==> src/rtl/pipelined_decode_ctrl.sv <==
// ---------------------------------------------------------------------------
// pipelined_decode_ctrl
//
// Registered instruction-decode control stage for a MIPS-subset CPU.
// Decodes opcode/funct into datapath controls and latches them into the
// ID/EX pipeline register (one cycle of latency). It also detects load-use
// hazards against the instruction already in EX, back-pressures the fetch
// side through id_ready, and inserts bubbles on a stall or a branch flush.
//
// Handshake: an ID instruction is transferred on a rising edge when
// id_valid & id_ready are both high. id_ready is combinational and may drop
// for one cycle on a load-use hazard. While id_ready is low the ID side must
// hold its instruction stable. flush forces id_ready high: the instruction is
// consumed and dropped.
//
// Ports
//   clk, rst        rising-edge clock, asynchronous active-high reset
//   id_valid        ID stage holds a valid instruction
//   id_ready        stage accepts the ID instruction this cycle
//   opcode, fun     instruction[31:26], instruction[5:0]
//   rs, rt, rd      register specifiers of the ID instruction
//   flush           branch taken: discard the ID instruction
//   ex_valid        EX register holds a real instruction
//   writereg .. branch   registered datapath controls for EX
//   ex_dest         resolved destination register (0 when no write)
//   illegal         EX holds an undecodable instruction
//   illegal_seen    sticky flag, set when an illegal instruction is loaded
//   stall_cnt       saturating count of stall cycles
// ---------------------------------------------------------------------------
module pipelined_decode_ctrl #(
  parameter int REG_ADDR_W = 5,
  parameter int ALUC_W     = 4,
  parameter int HAZARD_EN  = 1,
  parameter int CNT_W      = 8
) (
  input  logic                  clk,
  input  logic                  rst,
  input  logic                  id_valid,
  output logic                  id_ready,
  input  logic [5:0]            opcode,
  input  logic [5:0]            fun,
  input  logic [REG_ADDR_W-1:0] rs,
  input  logic [REG_ADDR_W-1:0] rt,
  input  logic [REG_ADDR_W-1:0] rd,
  input  logic                  flush,
  output logic                  ex_valid,
  output logic                  writereg,
  output logic                  memory2reg,
  output logic                  WMEM,
  output logic [ALUC_W-1:0]     ALUcontrol,
  output logic                  ALUImm,
  output logic                  regrt,
  output logic                  branch,
  output logic [REG_ADDR_W-1:0] ex_dest,
  output logic                  illegal,
  output logic                  illegal_seen,
  output logic [CNT_W-1:0]      stall_cnt
);

  // Opcodes and R-type function codes
  localparam logic [5:0] OP_RTYPE = 6'b000000;
  localparam logic [5:0] OP_LW    = 6'b100011;
  localparam logic [5:0] OP_SW    = 6'b101011;
  localparam logic [5:0] OP_ADDI  = 6'b001000;
  localparam logic [5:0] OP_BEQ   = 6'b000100;

  localparam logic [5:0] FN_ADD = 6'b100000;
  localparam logic [5:0] FN_SUB = 6'b100010;
  localparam logic [5:0] FN_AND = 6'b100100;
  localparam logic [5:0] FN_OR  = 6'b100101;
  localparam logic [5:0] FN_SLT = 6'b101010;

  // ALU operation codes, zero-extended to the configured width
  localparam logic [ALUC_W-1:0] ALU_AND = ALUC_W'(4'b0000);
  localparam logic [ALUC_W-1:0] ALU_OR  = ALUC_W'(4'b0001);
  localparam logic [ALUC_W-1:0] ALU_ADD = ALUC_W'(4'b0010);
  localparam logic [ALUC_W-1:0] ALU_SUB = ALUC_W'(4'b0110);
  localparam logic [ALUC_W-1:0] ALU_SLT = ALUC_W'(4'b0111);

  // -------------------------------------------------------------------------
  // Combinational decode of the ID instruction
  // -------------------------------------------------------------------------
  logic                  w_writereg;
  logic                  w_memory2reg;
  logic                  w_wmem;
  logic [ALUC_W-1:0]     w_aluc;
  logic                  w_aluimm;
  logic                  w_regrt;
  logic                  w_branch;
  logic                  w_illegal;
  logic                  w_uses_rt;
  logic [REG_ADDR_W-1:0] w_dest;

  always_comb begin
    w_writereg   = 1'b0;
    w_memory2reg = 1'b0;
    w_wmem       = 1'b0;
    w_aluc       = '0;
    w_aluimm     = 1'b0;
    w_regrt      = 1'b0;
    w_branch     = 1'b0;
    w_illegal    = 1'b0;
    w_uses_rt    = 1'b0;

    unique case (opcode)
      OP_RTYPE: begin
        w_uses_rt = 1'b1;
        unique case (fun)
          FN_ADD: begin w_writereg = 1'b1; w_aluc = ALU_ADD; end
          FN_SUB: begin w_writereg = 1'b1; w_aluc = ALU_SUB; end
          FN_AND: begin w_writereg = 1'b1; w_aluc = ALU_AND; end
          FN_OR:  begin w_writereg = 1'b1; w_aluc = ALU_OR;  end
          FN_SLT: begin w_writereg = 1'b1; w_aluc = ALU_SLT; end
          default: begin
            w_illegal = 1'b1;
            w_uses_rt = 1'b0;
          end
        endcase
      end
      OP_LW: begin
        w_writereg   = 1'b1;
        w_memory2reg = 1'b1;
        w_aluc       = ALU_ADD;
        w_aluimm     = 1'b1;
        w_regrt      = 1'b1;
      end
      OP_SW: begin
        w_wmem    = 1'b1;
        w_aluc    = ALU_ADD;
        w_aluimm  = 1'b1;
        w_regrt   = 1'b1;
        w_uses_rt = 1'b1;
      end
      OP_ADDI: begin
        w_writereg = 1'b1;
        w_aluc     = ALU_ADD;
        w_aluimm   = 1'b1;
        w_regrt    = 1'b1;
      end
      OP_BEQ: begin
        w_aluc    = ALU_SUB;
        w_branch  = 1'b1;
        w_uses_rt = 1'b1;
      end
      default: begin
        w_illegal = 1'b1;
      end
    endcase
  end

  // Destination is only meaningful for writing instructions; zeroing it
  // otherwise keeps the hazard compare from matching stale fields.
  assign w_dest = !w_writereg ? '0 : (w_regrt ? rt : rd);

  // -------------------------------------------------------------------------
  // EX pipeline register
  // -------------------------------------------------------------------------
  logic                  r_ex_valid;
  logic                  r_writereg;
  logic                  r_memory2reg;
  logic                  r_wmem;
  logic [ALUC_W-1:0]     r_aluc;
  logic                  r_aluimm;
  logic                  r_regrt;
  logic                  r_branch;
  logic [REG_ADDR_W-1:0] r_ex_dest;
  logic                  r_illegal;
  logic                  r_illegal_seen;
  logic [CNT_W-1:0]      r_stall_cnt;

  // -------------------------------------------------------------------------
  // Load-use hazard: the load in EX writes a register the ID instruction
  // reads. memory2reg implies a valid load, so ex_dest is its rt. Register 0
  // is hardwired and never creates a dependency.
  // -------------------------------------------------------------------------
  logic w_src_match;
  logic w_stall;

  assign w_src_match = (r_ex_dest == rs) || (w_uses_rt && (r_ex_dest == rt));

  assign w_stall = (HAZARD_EN != 0) && id_valid && r_ex_valid &&
                   r_memory2reg && (r_ex_dest != '0) && !w_illegal &&
                   w_src_match;

  assign id_ready = !w_stall || flush;

  always_ff @(posedge clk or posedge rst) begin
    if (rst) begin
      r_ex_valid     <= 1'b0;
      r_writereg     <= 1'b0;
      r_memory2reg   <= 1'b0;
      r_wmem         <= 1'b0;
      r_aluc         <= '0;
      r_aluimm       <= 1'b0;
      r_regrt        <= 1'b0;
      r_branch       <= 1'b0;
      r_ex_dest      <= '0;
      r_illegal      <= 1'b0;
      r_illegal_seen <= 1'b0;
      r_stall_cnt    <= '0;
    end else if (!flush && !w_stall && id_valid) begin
      // Accepted instruction enters EX
      r_ex_valid     <= 1'b1;
      r_writereg     <= w_writereg;
      r_memory2reg   <= w_memory2reg;
      r_wmem         <= w_wmem;
      r_aluc         <= w_aluc;
      r_aluimm       <= w_aluimm;
      r_regrt        <= w_regrt;
      r_branch       <= w_branch;
      r_ex_dest      <= w_dest;
      r_illegal      <= w_illegal;
      if (w_illegal) begin
        r_illegal_seen <= 1'b1;
      end
    end else begin
      // Bubble: flush, stall or no instruction. Flush takes priority over a
      // stall, so a flushed stall does not count.
      r_ex_valid   <= 1'b0;
      r_writereg   <= 1'b0;
      r_memory2reg <= 1'b0;
      r_wmem       <= 1'b0;
      r_aluc       <= '0;
      r_aluimm     <= 1'b0;
      r_regrt      <= 1'b0;
      r_branch     <= 1'b0;
      r_ex_dest    <= '0;
      r_illegal    <= 1'b0;
      if (!flush && w_stall && (r_stall_cnt != '1)) begin
        r_stall_cnt <= r_stall_cnt + CNT_W'(1);
      end
    end
  end

  assign ex_valid     = r_ex_valid;
  assign writereg     = r_writereg;
  assign memory2reg   = r_memory2reg;
  assign WMEM         = r_wmem;
  assign ALUcontrol   = r_aluc;
  assign ALUImm       = r_aluimm;
  assign regrt        = r_regrt;
  assign branch       = r_branch;
  assign ex_dest      = r_ex_dest;
  assign illegal      = r_illegal;
  assign illegal_seen = r_illegal_seen;
  assign stall_cnt    = r_stall_cnt;

endmodule

==> config.mk <==
export PLATFORM = sky130hd
export DESIGN_NAME = pipelined_decode_ctrl
export DESIGN_NICKNAME = d
export VERILOG_FILES = /design/src/rtl/pipelined_decode_ctrl.sv
export SDC_FILE = /design/constraint.sdc
export NUM_CORES = 1
export LEC_CHECK = 0
export BUFFER_PORTS_ARGS = -buffer_cell sky130_fd_sc_hd__buf_4
export CORE_ASPECT_RATIO = 1.4
export CORE_MARGIN = 3
export CORE_UTILIZATION = 51
export DETAILED_ROUTE_END_ITERATION = 8
export PLACE_DENSITY = 0.82
export SYNTH_ARGS = -nofsm -noshare
export SYNTH_HDL_FRONTEND = slang
export SYNTH_SLANG_ARGS = --single-unit
==> constraint.sdc <==
create_clock -name clk -period 3.5 [get_ports clk]
set_input_delay 0.175 -clock clk [delete_from_list [all_inputs] [get_ports clk]]
set_output_delay 0.175 -clock clk [all_outputs]
set_load 0.02 [all_outputs]
==> impl_results.md <==
- Via count: 1236
- Hold crit path type: input port to async pin
- Final worst path period share: 68.3%
- Synthesized-area fraction occupied by ao, oa, aoi and oai cells: 16.5%
- Synth Warn #: 0
- Total count of hold-check failures in the final report: 0
- Growth of design area from synthesis to finish: 34.0%
- Clock-pin slew on the worst setup and hold paths: 130 ps
- Multiplexer share of the synthesized area: 5.17%
- Violation count after the first detailed-route iteration: 38
- ANT nets after route: 0
- Most used flip-flop cell after synthesis: sky130_fd_sc_hd__dfrtp_1
- Maximum number of pins on one net before global-route repair: 25
- Cell at the root of the clock tree: sky130_fd_sc_hd__clkbuf_4
- Cell Count Post-Placement: 215
- Area of the mapped netlist: 0.00140 sq mm
- Wire length of the first global-routing pass: 5680 microns
- Result of the run: finished, final reports clean
- Top post-synthesis cells by area: sky130_fd_sc_hd__dfrtp_1, sky130_fd_sc_hd__xor2_1, sky130_fd_sc_hd__nor3_1
- Share of layout cells above drive strength 1: 37.8%
- Number of maximum-capacitance constraint violations: 0
- Setup crit start kind: input port
- Final std cell area, no fill: 0.00188 sq mm
- Dominant combinational cell family by area after synthesis: simple AND/OR/NAND/NOR gates
- Category of cells accounting for the largest share of critical-path delay: simple AND/OR/NAND/NOR gates
- Die area: 0.00343 sq mm
- Worst reg2reg path startpoint: ex_dest[3]$_DFF_PP0_
- Number of cell instances on the worst register-to-register path: 5
- #FFs+latches synth: 24
- Number of primary I/O pins: 58
- Achievable Freq: 418 MHz
- Syn_nets: 161
- Worst max-slew margin expressed relative to the limit: 30.8%
- TritonRoute pass-1 iters: 4
- RSZ-0062 raised after global routing: no
- Time the final worst path needs with I/O delays and setup: 2390 ps
- Filler cells: 179
- Share of synthesized flip-flops with an asynchronous set or reset: 100%
- Worst reg2reg endpoint: regrt$_DFF_PP0_
- Hold_ws: 31.9 ps
- Setup tns final: 0 ps
- Number of buffer and inverter stages on the critical path: 2
- CTS resizes: 0
- Setup Skew: 6.83 ps
- Number of DRC violations after detailed routing: 0
- Data arrival, critical path: 2220 ps
- All-layer global routing usage: 21.5%
- Final-report max-slew violation count: 0
- Post-layout instance count excluding filler cells: 219
- Final RePlAce weighted congestion: 0.766
- Post-synthesis adder-cell area fraction: 0.891%
- Critical path fanouts, max: 10
- Overflow after GRT: 0
- Cell repeated most along the worst path: sky130_fd_sc_hd__buf_4
- Final routed wire length divided by cell count: 15.6 microns
- Number of port buffers: 56
- Slew at the pin closest to its max-slew limit: 1030 ps
- XOR/XNOR Fraction of Synth Area: 11.2%
- Sequential cell area fraction in the yosys report: 42.8%
- Max Buffers Root-to-Sink: 2
- Count of antenna diodes in the layout: 0
- Vertical extent of the die: 68.1 microns
- Half-perimeter wire length after detailed placement: 2730 microns
- Routed Wire Length: 3420 microns
- Final setup vio count: 0
- Die X-Extent: 50.3 microns
- Longest individual stage delay on the worst path: 600 ps
- Area fraction in and, or, nand and nor cells after synthesis: 20.5%
- Class of the most critical setup path: input port to output pin
- Core Region: 0.00250 sq mm
- Post-Synthesis Cells: 129
- Largest voltage drop on the vdd net: 0.000252 V
- Std-Cell Rows: 21
- TritonCTS clock tree: built
- Register-to-Register Setup Slack: 1390 ps
- Clock insertion delay at the later pin of the skew report: 310 ps
- Total clock sinks: 24
- CTS buffer count: 3
- Setup Buffers After CTS: 0
- Slowest stage cell on the critical path: sky130_fd_sc_hd__or4b_1
- Clock H-tree levels: 1
- Ranking of synthesized cells by instance count: sky130_fd_sc_hd__dfrtp_1, sky130_fd_sc_hd__xor2_1, sky130_fd_sc_hd__nor3_1
- Lkg Pwr: 0.948 nW
- Number of vias per cell after detailed routing: 5.64
- EDFF count, synth: 0
- Number of global-route vias before repair: 1251
- Top cell type's share of synthesized area: 42.8%
- Critical Path End Type: output pin
- List of cells traversed by the critical path: buf_4 > or4b_1 > nor4_4 > o311ai_4 > a2111o_1 > buf_4
- Number of antenna violations at the first check in global routing: 0
- Distinct cell type count of the synthesized netlist: 46
- Largest area contributor in the synthesized netlist: sky130_fd_sc_hd__dfrtp_1
- Most instantiated library cell after synthesis: sky130_fd_sc_hd__dfrtp_1
- Hold buffers post-CTS: 0
- WP data required: 3320 ps
- Dpl cell area: 0.00184 sq mm
- Syn avg cell area: 10.9 sq um
- Effective utilization at floorplan: 56.2%
- Power per cell area: 264 mW/mm^2
- NumNets Final: 218
## worst max-delay path by stage
stage | from | end | cells after the start
2_1_floorplan | opcode[0] | stall_cnt[1]$_DFFE_PP0P_ | 5
3_3_place_gp | opcode[2] | regrt$_DFF_PP0_ | 6
3_5_place_dp | opcode[2] | regrt$_DFF_PP0_ | 6
4_1_cts | ex_dest[3]$_DFF_PP0_ | id_ready | 5
5_1_grt | ex_dest[0]$_DFF_PP0_ | id_ready | 5
6_report | opcode[2] | id_ready | 6
## cell families (layout without fill, tap and decap cells)
logic type,count (synthesis),in the layout
fa+ha+maj,1,1
mux,7,7
xor+xnor,18,18
simple gates,47,47
other cells,1,1
compound gates,23,23
flops,24,24
buf+inv,8,64
## sequential cells by signal, indices dropped and copies added, names as in the netlist
register,count
stall_cnt,8
ex_dest,5
ALUcontrol,3
WMEM,1
writereg,1
ex_valid,1
regrt,1
illegal,1
memory2reg,1
branch,1
illegal_seen,1
## metrics by stage
stage	utilization (%)	setup slack (ps)	total power, mW
5_1_grt	75.3	964	0.518
3_5_place_dp	73.9	1060	0.358
6_report	75.3	1110	0.497
4_1_cts	75.3	1090	0.498
2_1_floorplan	-	1380	0.318
3_3_place_gp	73.9	1130	0.357
## power by group
part	switching (mW)	internal [mW]	leakage, nW
clock network	0.0809	0.0635	0.0210
registers	0.00120	0.279	0.323
logic	0.0364	0.0361	0.604
total	0.118	0.379	0.948
## worst reg2reg max path: cells and delay by family, from the launching register on
family / cells / cell delay [ps]
compound gates: 1 / 640
simple gates: 3 / 700
flops: 1 / 450
xor+xnor: 1 / 180
## placed cells by master (no fill, tap or decap), types with 4 or more instances in the layout
cell type                 count
sky130_fd_sc_hd__nand3_1      4
sky130_fd_sc_hd__nor2_1       8
sky130_fd_sc_hd__buf_4       56
sky130_fd_sc_hd__nor3_1      14
sky130_fd_sc_hd__xor2_1      15
sky130_fd_sc_hd__mux2i_1      5
sky130_fd_sc_hd__a21oi_1      4
sky130_fd_sc_hd__inv_1        4
sky130_fd_sc_hd__dfrtp_1     24
## final cells by class
class                      count  area (sq um)  share of cell area (%)
sequential                    24           601                    31.9
inverter                       4          15.0                   0.798
tap                           34          42.5                    2.26
timing repair buffer          56           420                    22.4
clock buffer                   4          36.3                    1.93
multi-input combinational     97           766                    40.7
## routing by layer
metal	GRT usage (%)	wire [microns]	vias up
li1	-	-	597
met1	24.8	1270	592
met2	41.3	1960	39
met3	1.53	113	8
met4	8.08	74	0
met5	0	0	-
Power figures use the tool's default switching activity.
